### src/rtl/evm_ballot_tally.sv
// Vote-capture and tally engine: per-button debounce, officer-armed single vote
// per ballot, saturating per-candidate counters, running total, winner/tie flags.
module evm_ballot_tally #(
  parameter int unsigned NUM_CAND = 6,
  parameter int unsigned CNT_W    = 8,
  parameter int unsigned DEBOUNCE = 10,
  parameter int unsigned ACK_CYC  = 10,
  parameter int unsigned IDX_W    = 4
) (
  input  logic                clock,
  input  logic                reset,
  input  logic                mode,
  input  logic                ballot_arm,
  input  logic [NUM_CAND-1:0] cand_btn,
  input  logic [IDX_W-1:0]    sel_idx,
  output logic                ready,
  output logic                vote_ack,
  output logic                busy,
  output logic [CNT_W-1:0]    result,
  output logic [CNT_W+3:0]    total,
  output logic [IDX_W-1:0]    winner_idx,
  output logic                tie,
  output logic                overflow
);
  localparam int unsigned DEB_W = $clog2(DEBOUNCE + 1);
  localparam int unsigned ACK_W = (ACK_CYC > 1) ? $clog2(ACK_CYC) : 1;
  localparam int unsigned TOT_W = CNT_W + 4;

  typedef enum logic [1:0] {S_IDLE, S_ARMED, S_ACK} state_e;

  state_e              state_q, state_d;
  logic [ACK_W-1:0]    ack_cnt_q, ack_cnt_d;
  logic [DEB_W-1:0]    deb_q [NUM_CAND];
  logic [DEB_W-1:0]    deb_d [NUM_CAND];
  logic [CNT_W-1:0]    cnt_q [NUM_CAND];
  logic [CNT_W-1:0]    cnt_d [NUM_CAND];
  logic [TOT_W-1:0]    total_q, total_d;
  logic                overflow_q, overflow_d;
  logic                ready_q, busy_q, vote_ack_q, tie_q;
  logic [IDX_W-1:0]    winner_q;
  logic [CNT_W-1:0]    result_q, result_d;
  logic [NUM_CAND-1:0] press_c;
  logic                vote_c;
  logic [CNT_W-1:0]    max_c;
  logic [IDX_W-1:0]    win_c;
  logic                tie_c;

  // Debounce: run-length counter saturating at DEBOUNCE, press on the reaching edge.
  always_comb begin
    press_c = '0;
    for (int i = 0; i < NUM_CAND; i++) begin
      deb_d[i] = deb_q[i];
      if (!cand_btn[i]) begin
        deb_d[i] = '0;
      end else if (deb_q[i] != DEB_W'(DEBOUNCE)) begin
        deb_d[i]   = deb_q[i] + DEB_W'(1);
        press_c[i] = (deb_q[i] == DEB_W'(DEBOUNCE - 1));
      end
    end
  end

  // Ballot FSM; a vote needs exactly one press while armed.
  always_comb begin
    state_d   = state_q;
    ack_cnt_d = ack_cnt_q;
    vote_c    = 1'b0;
    unique case (state_q)
      S_IDLE: begin
        if (ballot_arm && !mode) state_d = S_ARMED;
      end
      S_ARMED: begin
        if (mode) begin
          state_d = S_IDLE;
        end else if ($countones(press_c) == 1) begin
          vote_c    = 1'b1;
          state_d   = S_ACK;
          ack_cnt_d = '0;
        end
      end
      S_ACK: begin
        if (ack_cnt_q == ACK_W'(ACK_CYC - 1)) state_d = S_IDLE;
        else ack_cnt_d = ack_cnt_q + ACK_W'(1);
      end
      default: state_d = S_IDLE;
    endcase
  end

  // Saturating tallies; a refused increment still completes the ballot.
  always_comb begin
    total_d    = total_q;
    overflow_d = overflow_q;
    for (int i = 0; i < NUM_CAND; i++) cnt_d[i] = cnt_q[i];
    if (vote_c) begin
      if (total_q != '1) total_d = total_q + TOT_W'(1);
      for (int i = 0; i < NUM_CAND; i++) begin
        if (press_c[i]) begin
          if (cnt_q[i] == '1) overflow_d = 1'b1;
          else cnt_d[i] = cnt_q[i] + CNT_W'(1);
        end
      end
    end
  end

  // Strict '>' keeps the lowest index among equal maxima.
  always_comb begin
    max_c = cnt_q[0];
    win_c = '0;
    tie_c = 1'b0;
    for (int i = 1; i < NUM_CAND; i++) begin
      if (cnt_q[i] > max_c) begin
        max_c = cnt_q[i];
        win_c = IDX_W'(i);
        tie_c = 1'b0;
      end else if ((cnt_q[i] == max_c) && (max_c != '0)) begin
        tie_c = 1'b1;
      end
    end
  end

  always_comb begin
    result_d = '0;
    if (mode) begin
      for (int i = 0; i < NUM_CAND; i++)
        if (sel_idx == IDX_W'(i)) result_d = cnt_q[i];
    end else if (busy_q) begin
      result_d = '1;
    end
  end

  always_ff @(posedge clock) begin
    if (reset) begin
      state_q    <= S_IDLE;
      ack_cnt_q  <= '0;
      total_q    <= '0;
      overflow_q <= 1'b0;
      ready_q    <= 1'b0;
      busy_q     <= 1'b0;
      vote_ack_q <= 1'b0;
      winner_q   <= '0;
      tie_q      <= 1'b0;
      result_q   <= '0;
      for (int i = 0; i < NUM_CAND; i++) begin
        deb_q[i] <= '0;
        cnt_q[i] <= '0;
      end
    end else begin
      state_q    <= state_d;
      ack_cnt_q  <= ack_cnt_d;
      total_q    <= total_d;
      overflow_q <= overflow_d;
      ready_q    <= (state_d == S_ARMED);
      busy_q     <= (state_d == S_ACK);
      vote_ack_q <= vote_c;
      winner_q   <= win_c;
      tie_q      <= tie_c;
      result_q   <= result_d;
      for (int i = 0; i < NUM_CAND; i++) begin
        deb_q[i] <= deb_d[i];
        cnt_q[i] <= cnt_d[i];
      end
    end
  end

  assign ready      = ready_q;
  assign vote_ack   = vote_ack_q;
  assign busy       = busy_q;
  assign result     = result_q;
  assign total      = total_q;
  assign winner_idx = winner_q;
  assign tie        = tie_q;
  assign overflow   = overflow_q;

endmodule

### config.mk
export PLATFORM = sky130hd
export DESIGN_NAME = evm_ballot_tally
export DESIGN_NICKNAME = d
export VERILOG_FILES = /design/src/rtl/evm_ballot_tally.sv
export SDC_FILE = /design/constraint.sdc
export NUM_CORES = 1
export LEC_CHECK = 0
export ABC_AREA = 1
export CORE_MARGIN = 5
export CORE_UTILIZATION = 50
export CTS_CLUSTER_SIZE = 10
export DETAILED_ROUTE_END_ITERATION = 8
export HOLD_SLACK_MARGIN = 0.05
export PLACE_DENSITY = 0.69
export SLEW_MARGIN = 0
export SYNTH_ARGS = -nofsm -noshare
export SYNTH_HDL_FRONTEND = slang
export SYNTH_SLANG_ARGS = --single-unit
### constraint.sdc
create_clock -name clock -period 17.7 [get_ports clock]
set_input_delay 1.77 -clock clock [delete_from_list [all_inputs] [get_ports clock]]
set_output_delay 1.77 -clock clock [all_outputs]
set_load 0.01 [all_outputs]
==> results.tsv <==
metric	value	unit
p_leak	0.00304	uW
ys_seq_elements	106	
finalSetupViolCount	0	
slowest_delay	0.45	ns
powerDensity	60.5	nW/um^2
finClkSkew	0.0133	ns
syn_nets	1037	
cts_sinks	106	
path_clk_slew	0.08	ns
cpLargestDelayFamily	simple AND/OR/NAND/NOR gates	
overflow	0	
critical_path.endpoint_type	flop	
place_congestion	0.929	
antenna_found_initial	0	
swShare	24.2	%
p_seq_share	52.7	%
max_freq	134	MHz
fin_crit	7.45	ns
crit_top_cell	nand2_1	
utilization	57.5	%
drive_gt1_share	7.44	%
cp_data_arrival_time	7.69	ns
drtPass1Iterations	5	
cts_root_buf	clkbuf_16	
start_util	51.2	%
die-area	16000	sq um
yosysSeqAreaShare	31.2	%
critPathLaunchType	flop	
drtIter0Drc	521	
power.total	462	uW
first_global_vias	5813	
portBuffers	41	
required	17.95	ns
clk_latency	0.36	ns
vias	6172	
slew_headroom	37.5	%
nets	1074	
track_usage	21.2	%
h-tree-depth	3	
combinationalPowerShare	5.0	%
switchingPower	112	uW
rsz0062_at_grt	no	
worstSetupPathType	flop to flop	
cts_resized	0	
maxSlewViolCount	0	
crit_buf_inv	10	
crit_path_top_delay_cell	nand4_1	
internal_power	350	uW
cts_hold_buffers	0	
reg2reg_slack	10.25	ns
cts_buffers	9	
dp_hpwl	12800	um
grt_max_degree	43	
die_h	127	um
crit_fanout	16	
wire_per_inst	14.2	um
hold_violations	0	
std_cell_rows	42	
vdd_drop_max	0.0700	mV
cts_setup_buffers	0	
max-cap-violations	0	
core	13300	sq um
ant_nets	0	
hold_path_class	flop to flop	
syn_to_final_growth	12.4	%
via_per_inst	5.28	
syn_area	6800	sq um
p_clk_share	42.4	%
yosys_warnings	0	
postSynthCellCount	952	
fin_setup_tns	0	ns
post-route-drc-count	0	
clockBufferDepth	2	
ys_types	49	
antenna_cells	0	
synth_area_per_cell	7.15	sq um
die_w	127	um
cts_tree	done	
period_share	42.1	%
tightest_slew	0.937	ns
grt_pass1_wl	28100	um
wl	16600	um
status	complete, no violations	
ioPinCount	43	
-- worst reg2reg max path, delay by kind of cell (launching register included) --
family                   cells  cell delay [ns]
AND/OR/NAND/NOR             26             3.51
flip-flops                   1             0.39
AO/OA/AOI/OAI                5             0.98
buffers and inverters       10             0.94
adder cells (fa/ha/maj)      5             1.51
-- sequential cells by signal, summed over array words and instances, names as in the netlist --
signal and count:
deb_q 24, cnt_q 48, overflow 1, result 8, ready 1, winner_idx 3, vote_ack 1, ack_cnt_q 4
tie 1, state_q 2, busy 1, total 12
-- layer usage --
layer  vias up  track usage [%]  routed length [um]
li1       3250                -                   -
met3        13             4.75                 998
met2       159             34.2                7520
met5         -                0                   0
met1      2750             29.0                7880
met4         0             4.98                 223
-- layout by cell type (no fill, tap or decap), types with 33 or more instances in the layout --
cell	instances
a21oi_1	104
nand3_1	33
nor3_1	40
ha_1	68
dfxtp_1	106
nand2_1	134
inv_1	157
o21ai_0	81
nor2_1	70
clkdlybuf4s50_1	40
-- kinds of logic (layout without fill, tap and decap cells) --
| group | count (synthesis) | after routing | share of synthesized area, % |
|---|---|---|---|
| DFF | 106 | 106 | 31.2 |
| other | 1 | 1 | 0.0551 |
| AOI/OAI and AO/OA | 225 | 225 | 18.0 |
| xor gates and xnor gates | 8 | 8 | 1.03 |
| adders and majority gates | 71 | 71 | 13.4 |
| buffers and inverters | 182 | 224 | 10.4 |
| and+or+nand+nor | 359 | 359 | 25.9 |
-- synthesized netlist by cell type, drive strengths merged --
cell	count	area (sq um)
a22o	1	10.0
buf	6	47.6
o221ai	3	26.3
nand2	163	719
nor2	74	298
a21oi	104	521
o211ai	2	15.0
o21bai	1	7.51
inv	163	612
o21a	6	45.0
o21ai	84	420
clkinv	3	12.5
a21o	1	7.51
a41oi	2	17.5
nand3	36	203
o31ai	2	20.0
nor4	7	43.8
conb	1	3.75
dfxtp	106	2120
a211oi	5	37.5
fa	3	60.1
nand4	24	169
ha	68	851
xnor2	6	52.6
and3b	1	8.76
nand3b	2	15.0
and3	1	6.26
a221oi	4	35.0
a31o	1	8.76
xor2	2	17.5
o22ai	9	56.3
nor3b	4	30.0
clkbuf	10	37.5
or2	1	6.26
nor3	46	260
-- power groups by stage --
stage | Clock, uW | Combinational, uW | Sequential [uW]
2_1_floorplan | 0 | 14.3 | 249
3_3_place_gp | 0 | 22.6 | 249
3_5_place_dp | 0 | 23.1 | 249
4_1_cts | 202 | 23.1 | 243
5_1_grt | 211 | 26.3 | 244
6_report | 196 | 22.9 | 243
-- through the flow --
stage          instance area, sq um  cells  hold WS [ns]  worst slack, ns
2_1_floorplan                  6800    952         0.422            11.66
3_3_place_gp                   7350   1154         0.438            10.70
3_5_place_dp                   7350   1154         0.447            10.48
4_1_cts                        7640   1170         0.452            10.35
5_1_grt                        7640   1170         0.488             9.53
6_report                       7640   1170         0.449            10.25
-- layout make-up --
type / count / area [sq um]
fill: 1283 / 5650
tap: 176 / 220
clock buffer: 10 / 239
inverter: 166 / 624
clock inverter: 6 / 53.8
multi-input combinational: 664 / 3970
sequential: 106 / 2120
timing repair buffer: 42 / 413
-- final timing paths --
path | endpoint | startpoint | cells after the start
setup / recovery | tie$_SDFF_PP0_ | cnt_q[0][6]$_SDFFE_PP0P_ | 46
hold / removal | deb_q[1][3]$_SDFFE_PP0N_ | deb_q[1][3]$_SDFFE_PP0N_ | 1
setup reg to reg | tie$_SDFF_PP0_ | cnt_q[0][6]$_SDFFE_PP0P_ | 46
hold reg to reg | deb_q[1][3]$_SDFFE_PP0N_ | deb_q[1][3]$_SDFFE_PP0N_ | 1
(Power assumes the default switching activity.)
